File: config.mk
export PLATFORM = sky130hd
export DESIGN_NAME = hazard_unit
export DESIGN_NICKNAME = d
export VERILOG_FILES = /design/src/rtl/hazard_pkg.sv /design/src/rtl/hazard_track_reg.sv /design/src/rtl/hazard_unit.sv
export SDC_FILE = /design/constraint.sdc
export NUM_CORES = 1
export LEC_CHECK = 0
export ABC_CLOCK_PERIOD_IN_PS = 5000
export CORE_ASPECT_RATIO = 1.25
export CORE_MARGIN = 2
export CORE_UTILIZATION = 57
export CTS_BUF_LIST = sky130_fd_sc_hd__clkbuf_16
export CTS_CLUSTER_DIAMETER = 80
export DETAILED_ROUTE_END_ITERATION = 12
export PLACE_DENSITY = 0.84
export SLEW_MARGIN = 20
export SYNTH_ARGS = -nofsm -noshare
export SYNTH_HDL_FRONTEND = slang
export SYNTH_HIERARCHICAL = 1
export SYNTH_SLANG_ARGS = --single-unit
File: constraint.sdc
create_clock -name clk -period 5 [get_ports clk]
set_input_delay 1.5 -clock clk [delete_from_list [all_inputs] [get_ports clk]]
set_output_delay 1.5 -clock clk [all_outputs]
set_load 0.05 [all_outputs]
File: src/rtl/hazard_pkg.sv
// Shared types and encodings for the pipeline hazard unit.
// Build option: define HAZARD_FORWARDING_EN to enable operand forwarding
// and load-use-only stalling; without it, every RAW hazard on E or M stalls.
package hazard_pkg;

  // Forwarding mux selects for the Execute-stage ALU operands
  localparam logic [1:0] FWD_NONE = 2'b00;
  localparam logic [1:0] FWD_W    = 2'b01;
  localparam logic [1:0] FWD_M    = 2'b10;

  // ResultSrc encoding that marks a load
  localparam logic [1:0] RESULT_SRC_LOAD = 2'b01;

  // Widest register address a tracking record can hold; narrower addresses
  // are zero-extended, which preserves equality comparisons.
  localparam int TRACK_ADDR_W = 8;

  typedef logic [TRACK_ADDR_W-1:0] trackAddr_t;

  // One in-flight instruction as seen by the hazard logic
  typedef struct packed {
    trackAddr_t rd;
    trackAddr_t rs1;
    trackAddr_t rs2;
    logic       regWrite;
    logic       load;
  } trackRec_t;

  // A bubble writes nothing and reads x0, so it can never match anything
  localparam trackRec_t BUBBLE = '0;

  // True when this record produces a value that src consumes (x0 excluded)
  function automatic logic writesReg(input trackRec_t rec, input trackAddr_t src);
    return rec.regWrite && (rec.rd != '0) && (rec.rd == src);
  endfunction

endpackage

File: src/rtl/hazard_track_reg.sv
// Pipeline tracking-record register: async active-low reset, synchronous
// clear (used to inject a bubble), otherwise loads its predecessor.
module hazard_track_reg
  import hazard_pkg::*;
(
  input  logic      clk,
  input  logic      reset,
  input  logic      clear,
  input  trackRec_t d,
  output trackRec_t q
);

  // Record register: bubble on reset or clear, else follow the previous stage
  always_ff @(posedge clk or negedge reset) begin
    // NOTE: non-blocking (<=) so every stage samples its predecessor's old value on the same edge.
    if (!reset) begin
      q <= BUBBLE;
    end else if (clear) begin
      q <= BUBBLE;
    end else begin
      q <= d;
    end
  end

endmodule

File: src/rtl/hazard_unit.sv
// Five-stage pipeline hazard unit: stall/flush control, operand forwarding
// and a saturating stall-cycle counter.
// Build option: HAZARD_FORWARDING_EN (defined = forward from M/W and stall
// only on load-use; undefined = no forwarding, stall on any E/M producer).
module hazard_unit
  import hazard_pkg::*;
#(
  parameter int REG_ADDR_W = 5,
  parameter int CNT_W      = 16
) (
  input  logic                  clk,
  input  logic                  reset,
  input  logic [REG_ADDR_W-1:0] Rs1D,
  input  logic [REG_ADDR_W-1:0] Rs2D,
  input  logic [REG_ADDR_W-1:0] RdD,
  input  logic                  RegWriteD,
  input  logic [1:0]            ResultSrcD,
  input  logic                  PCSrcE,
  output logic                  StallF,
  output logic                  StallD,
  output logic                  FlushD,
  output logic                  FlushE,
  output logic [1:0]            ForwardAE,
  output logic [1:0]            ForwardBE,
  output logic [CNT_W-1:0]      StallCycles
);

  if (REG_ADDR_W > TRACK_ADDR_W) begin : gAddrWidthCheck
    $error("hazard_unit: REG_ADDR_W exceeds hazard_pkg::TRACK_ADDR_W");
  end

  trackRec_t  recD;
  trackRec_t  recE;
  trackRec_t  recM;
  trackRec_t  recW;
  trackAddr_t rs1DExt;
  trackAddr_t rs2DExt;
  logic       hazard;

  assign rs1DExt = trackAddr_t'(Rs1D);
  assign rs2DExt = trackAddr_t'(Rs2D);

  // Pack the Decode-stage instruction into a tracking record
  always_comb begin
    recD          = BUBBLE;
    recD.rd       = trackAddr_t'(RdD);
    recD.rs1      = rs1DExt;
    recD.rs2      = rs2DExt;
    recD.regWrite = RegWriteD;
    recD.load     = (ResultSrcD == RESULT_SRC_LOAD);
  end

  // E takes a bubble whenever Execute is flushed; M and W always shift
  hazard_track_reg uRegE (
    .clk   (clk),
    .reset (reset),
    .clear (FlushE),
    .d     (recD),
    .q     (recE)
  );

  hazard_track_reg uRegM (
    .clk   (clk),
    .reset (reset),
    .clear (1'b0),
    .d     (recE),
    .q     (recM)
  );

  hazard_track_reg uRegW (
    .clk   (clk),
    .reset (reset),
    .clear (1'b0),
    .d     (recM),
    .q     (recW)
  );

`ifdef HAZARD_FORWARDING_EN

  // Youngest producer wins: Memory stage before Writeback
  function automatic logic [1:0] fwdSelect(input trackRec_t m, input trackRec_t w,
                                           input trackAddr_t src);
    if (writesReg(m, src)) return FWD_M;
    if (writesReg(w, src)) return FWD_W;
    return FWD_NONE;
  endfunction

  // Only a load in E cannot be forwarded in time to its consumer in D
  assign hazard = recE.load && (writesReg(recE, rs1DExt) || writesReg(recE, rs2DExt));

  assign ForwardAE = fwdSelect(recM, recW, recE.rs1);
  assign ForwardBE = fwdSelect(recM, recW, recE.rs2);

  // Fields the forwarding build never inspects
  logic unusedFields;
  assign unusedFields = ^{recM.rs1, recM.rs2, recM.load, recW.rs1, recW.rs2, recW.load};

`else

  // No bypass paths: wait until the producer leaves M (register file writes
  // on the falling edge, so W is already visible to Decode)
  assign hazard = writesReg(recE, rs1DExt) || writesReg(recE, rs2DExt) ||
                  writesReg(recM, rs1DExt) || writesReg(recM, rs2DExt);

  assign ForwardAE = FWD_NONE;
  assign ForwardBE = FWD_NONE;

  // Fields the non-forwarding build never inspects
  logic unusedFields;
  assign unusedFields = ^{recE.rs1, recE.rs2, recE.load,
                          recM.rs1, recM.rs2, recM.load, recW};

`endif

  // Stall/flush control; a taken branch squashes the stalled instruction anyway
  always_comb begin
    // NOTE: every output gets a default first so no path leaves a latch.
    StallF = 1'b0;
    StallD = 1'b0;
    FlushD = 1'b0;
    FlushE = 1'b0;
    if (reset) begin
      if (PCSrcE) begin
        FlushD = 1'b1;
        FlushE = 1'b1;
      end else if (hazard) begin
        StallF = 1'b1;
        StallD = 1'b1;
        FlushE = 1'b1;
      end
    end
  end

  // Count Decode stall cycles, holding at all-ones
  always_ff @(posedge clk or negedge reset) begin
    if (!reset) begin
      StallCycles <= '0;
    end else if (StallD && (StallCycles != '1)) begin
      StallCycles <= StallCycles + CNT_W'(1);
    end
  end

endmodule

==> impl_metrics.env <==
export IMPL_min_period_over_period=0.931
export IMPL_layout_area_overhead_vs_synth_pct=32.8
export IMPL_maxCapViolCount=0
export IMPL_antenna_found_initial=0
export IMPL_dr_pass1_iters=4
export IMPL_r2r_slack_ps=2830
export IMPL_tightest_slew_ps=835
export IMPL_holdPathStages=1
export IMPL_first_iter_violations=24
export IMPL_p_clk_frac=0.424
export IMPL_pwr_share_seq=0.443
export IMPL_syn_inst=158
export IMPL_post_cts_resized=0
export IMPL_min_path_type="reg -> reg"
export IMPL_swShare=0.248
export IMPL_top_usage_layer="met2"
export IMPL_min_period_ps=4660
export IMPL_die_area_sq_um=3630
export IMPL_hold_buffers=0
export IMPL_utilization=0.806
export IMPL_hold_start="uRegE/q[23]$_DFF_PN0_"
export IMPL_cts_tree="built"
export IMPL_die_x_microns=54.3
export IMPL_io_pin_count=45
export IMPL_skew_ps=3.51
export IMPL_grt_pass1_vias=1315
export IMPL_grt_met2_usage=0.416
export IMPL_tns_ps=0
export IMPL_max_freq_ghz=0.215
export IMPL_setup_viol=0
export IMPL_outcome="finished, final reports clean"
export IMPL_met3_usage=0.0605
export IMPL_routed_wl_mm=3.71
export IMPL_drv_slew=0
export IMPL_grt_overflow=0
export IMPL_cp_arrival_ps=3160
export IMPL_critPathMaxFanout=3
export IMPL_worst_ep_required_time_ps=3500
export IMPL_routabilityCongestion=0.778
export IMPL_vdd_drop_max_v=0.000247
export IMPL_power_frac_comb=0.134
export IMPL_reg2reg_to="StallCycles[1]$_DFFE_PN0P_"
export IMPL_numCtsBuffers=5
export IMPL_detail_route_wl_per_cell_microns=15.1
export IMPL_rows=22
export IMPL_portBuffers=38
export IMPL_worstSetupPathType="in -> out"
export IMPL_fill_cells=196
export IMPL_drive_gt1_frac=0.139
export IMPL_root_buffer="clkbuf_16"
export IMPL_syn_cell_area_sq_um=1800
export IMPL_synth_warnings=6
export IMPL_via_per_inst=5.30
export IMPL_grt_first_pass_wirelength_mm=6.07
export IMPL_n_antenna_cell=0
export IMPL_seq_area_sq_um=851
export IMPL_multi_input_area_sq_um=920
export IMPL_cts_sinks=34
export IMPL_drtAntennaViolNets=0
export IMPL_grt_setup_unrepaired="false"
export IMPL_core_sq_um=2970
export IMPL_p_leak_nw=1.06
export IMPL_final_hold_violation_count=0
export IMPL_p_int_mw=0.506
export IMPL_use_met1=0.274
export IMPL_die_h_microns=66.9
export IMPL_startpoint_type="input port"
export IMPL_post_cts_buffers=0
export IMPL_start_util=0.607
export IMPL_maxSlewHeadroom=0.440
export IMPL_vias=1299
export IMPL_rr_startpoint="StallCycles[7]$_DFFE_PN0P_"
export IMPL_grtUsageTotal=0.237
export IMPL_drcViolationCount=0
export IMPL_syn_mean_instance_area_sq_um=11.4
export IMPL_r2r_cells=6
export IMPL_power_switching_mw=0.167
export IMPL_htree_levels=2
export IMPL_clkTransAtPathRegs_ps=50
export IMPL_clkLatencyLatePin_ps=280
export IMPL_layout_common_cells="dfrtp_1, clkdlybuf4s50_1, xor2_1"
export IMPL_clockBufferDepth=2
export IMPL_crit_path_end_kind="primary output"
export IMPL_grt_max_degree=37
export IMPL_power_density_nw_per_um2=281
export IMPL_num_nets_final=230
export IMPL_hold_path_end="uRegM/q[23]$_DFF_PN0_"
export IMPL_dp_hpwl_mm=2.68
-- power by group through the flow --
| stage | clock [mW] | sequential [mW] | combinational [mW] |
|---|---|---|---|
| after floorplan | 0 | 0.307 | 0.0477 |
| after global placement | 0 | 0.301 | 0.0871 |
| after detailed placement | 0 | 0.302 | 0.0889 |
| after CTS | 0.289 | 0.297 | 0.0901 |
| after global routing | 0.301 | 0.299 | 0.0972 |
| final | 0.285 | 0.298 | 0.0898 |
-- routing by layer --
layer / vias to the layer above / wire length [microns]
met2: 40 / 2030
li1: 620 / -
met4: 0 / 47
met5: - / 0
met3: 6 / 220
met1: 633 / 1410
-- cell type report --
type | instances | share of cell area
Clock buffer | 5 | 0.0522
Clock inverter | 3 | 0.00522
Multi-Input combinational cell | 126 | 0.384
Timing Repair Buffer | 41 | 0.185
Tap cell | 36 | 0.0188
Sequential cell | 34 | 0.355
-- stage by stage --
stage / instance area, sq um / power [mW] / std cells / worst slack [ps] / hold slack, ps
floorplan: 1850 / 0.355 / 169 / 359 / 455
detailed placement: 2260 / 0.391 / 237 / 353 / 481
global placement: 2260 / 0.388 / 237 / 331 / 466
finish: 2400 / 0.672 / 245 / 343 / 492
CTS: 2400 / 0.676 / 245 / 328 / 495
global route: 2400 / 0.696 / 245 / 220 / 519
-- worst max-delay path, cell delays in order --
cell             delay (ps)
clkdlybuf4s50_1         520
xor2_1                  230
nor3_2                   80
a22oi_1                 290
o22ai_4                 130
and2_1                  230
buf_12                  170
-- state kept, by name, summed over array words and instances, names as in the netlist --
signal	count
uRegM/q	9
uRegE/q	9
StallCycles	16
-- worst max path at each step --
stage,slack (ps),cells past startpoint,endpoint,from
after detailed placement,350,7,StallF,Rs1D[0]
final,340,7,StallF,Rs1D[0]
after floorplan,360,7,StallF,Rs1D[2]
after CTS,330,7,StallF,Rs1D[0]
after global placement,330,7,StallF,Rs1D[0]
after global routing,220,7,StallF,Rs1D[0]
Power figures use the tool's default switching activity.
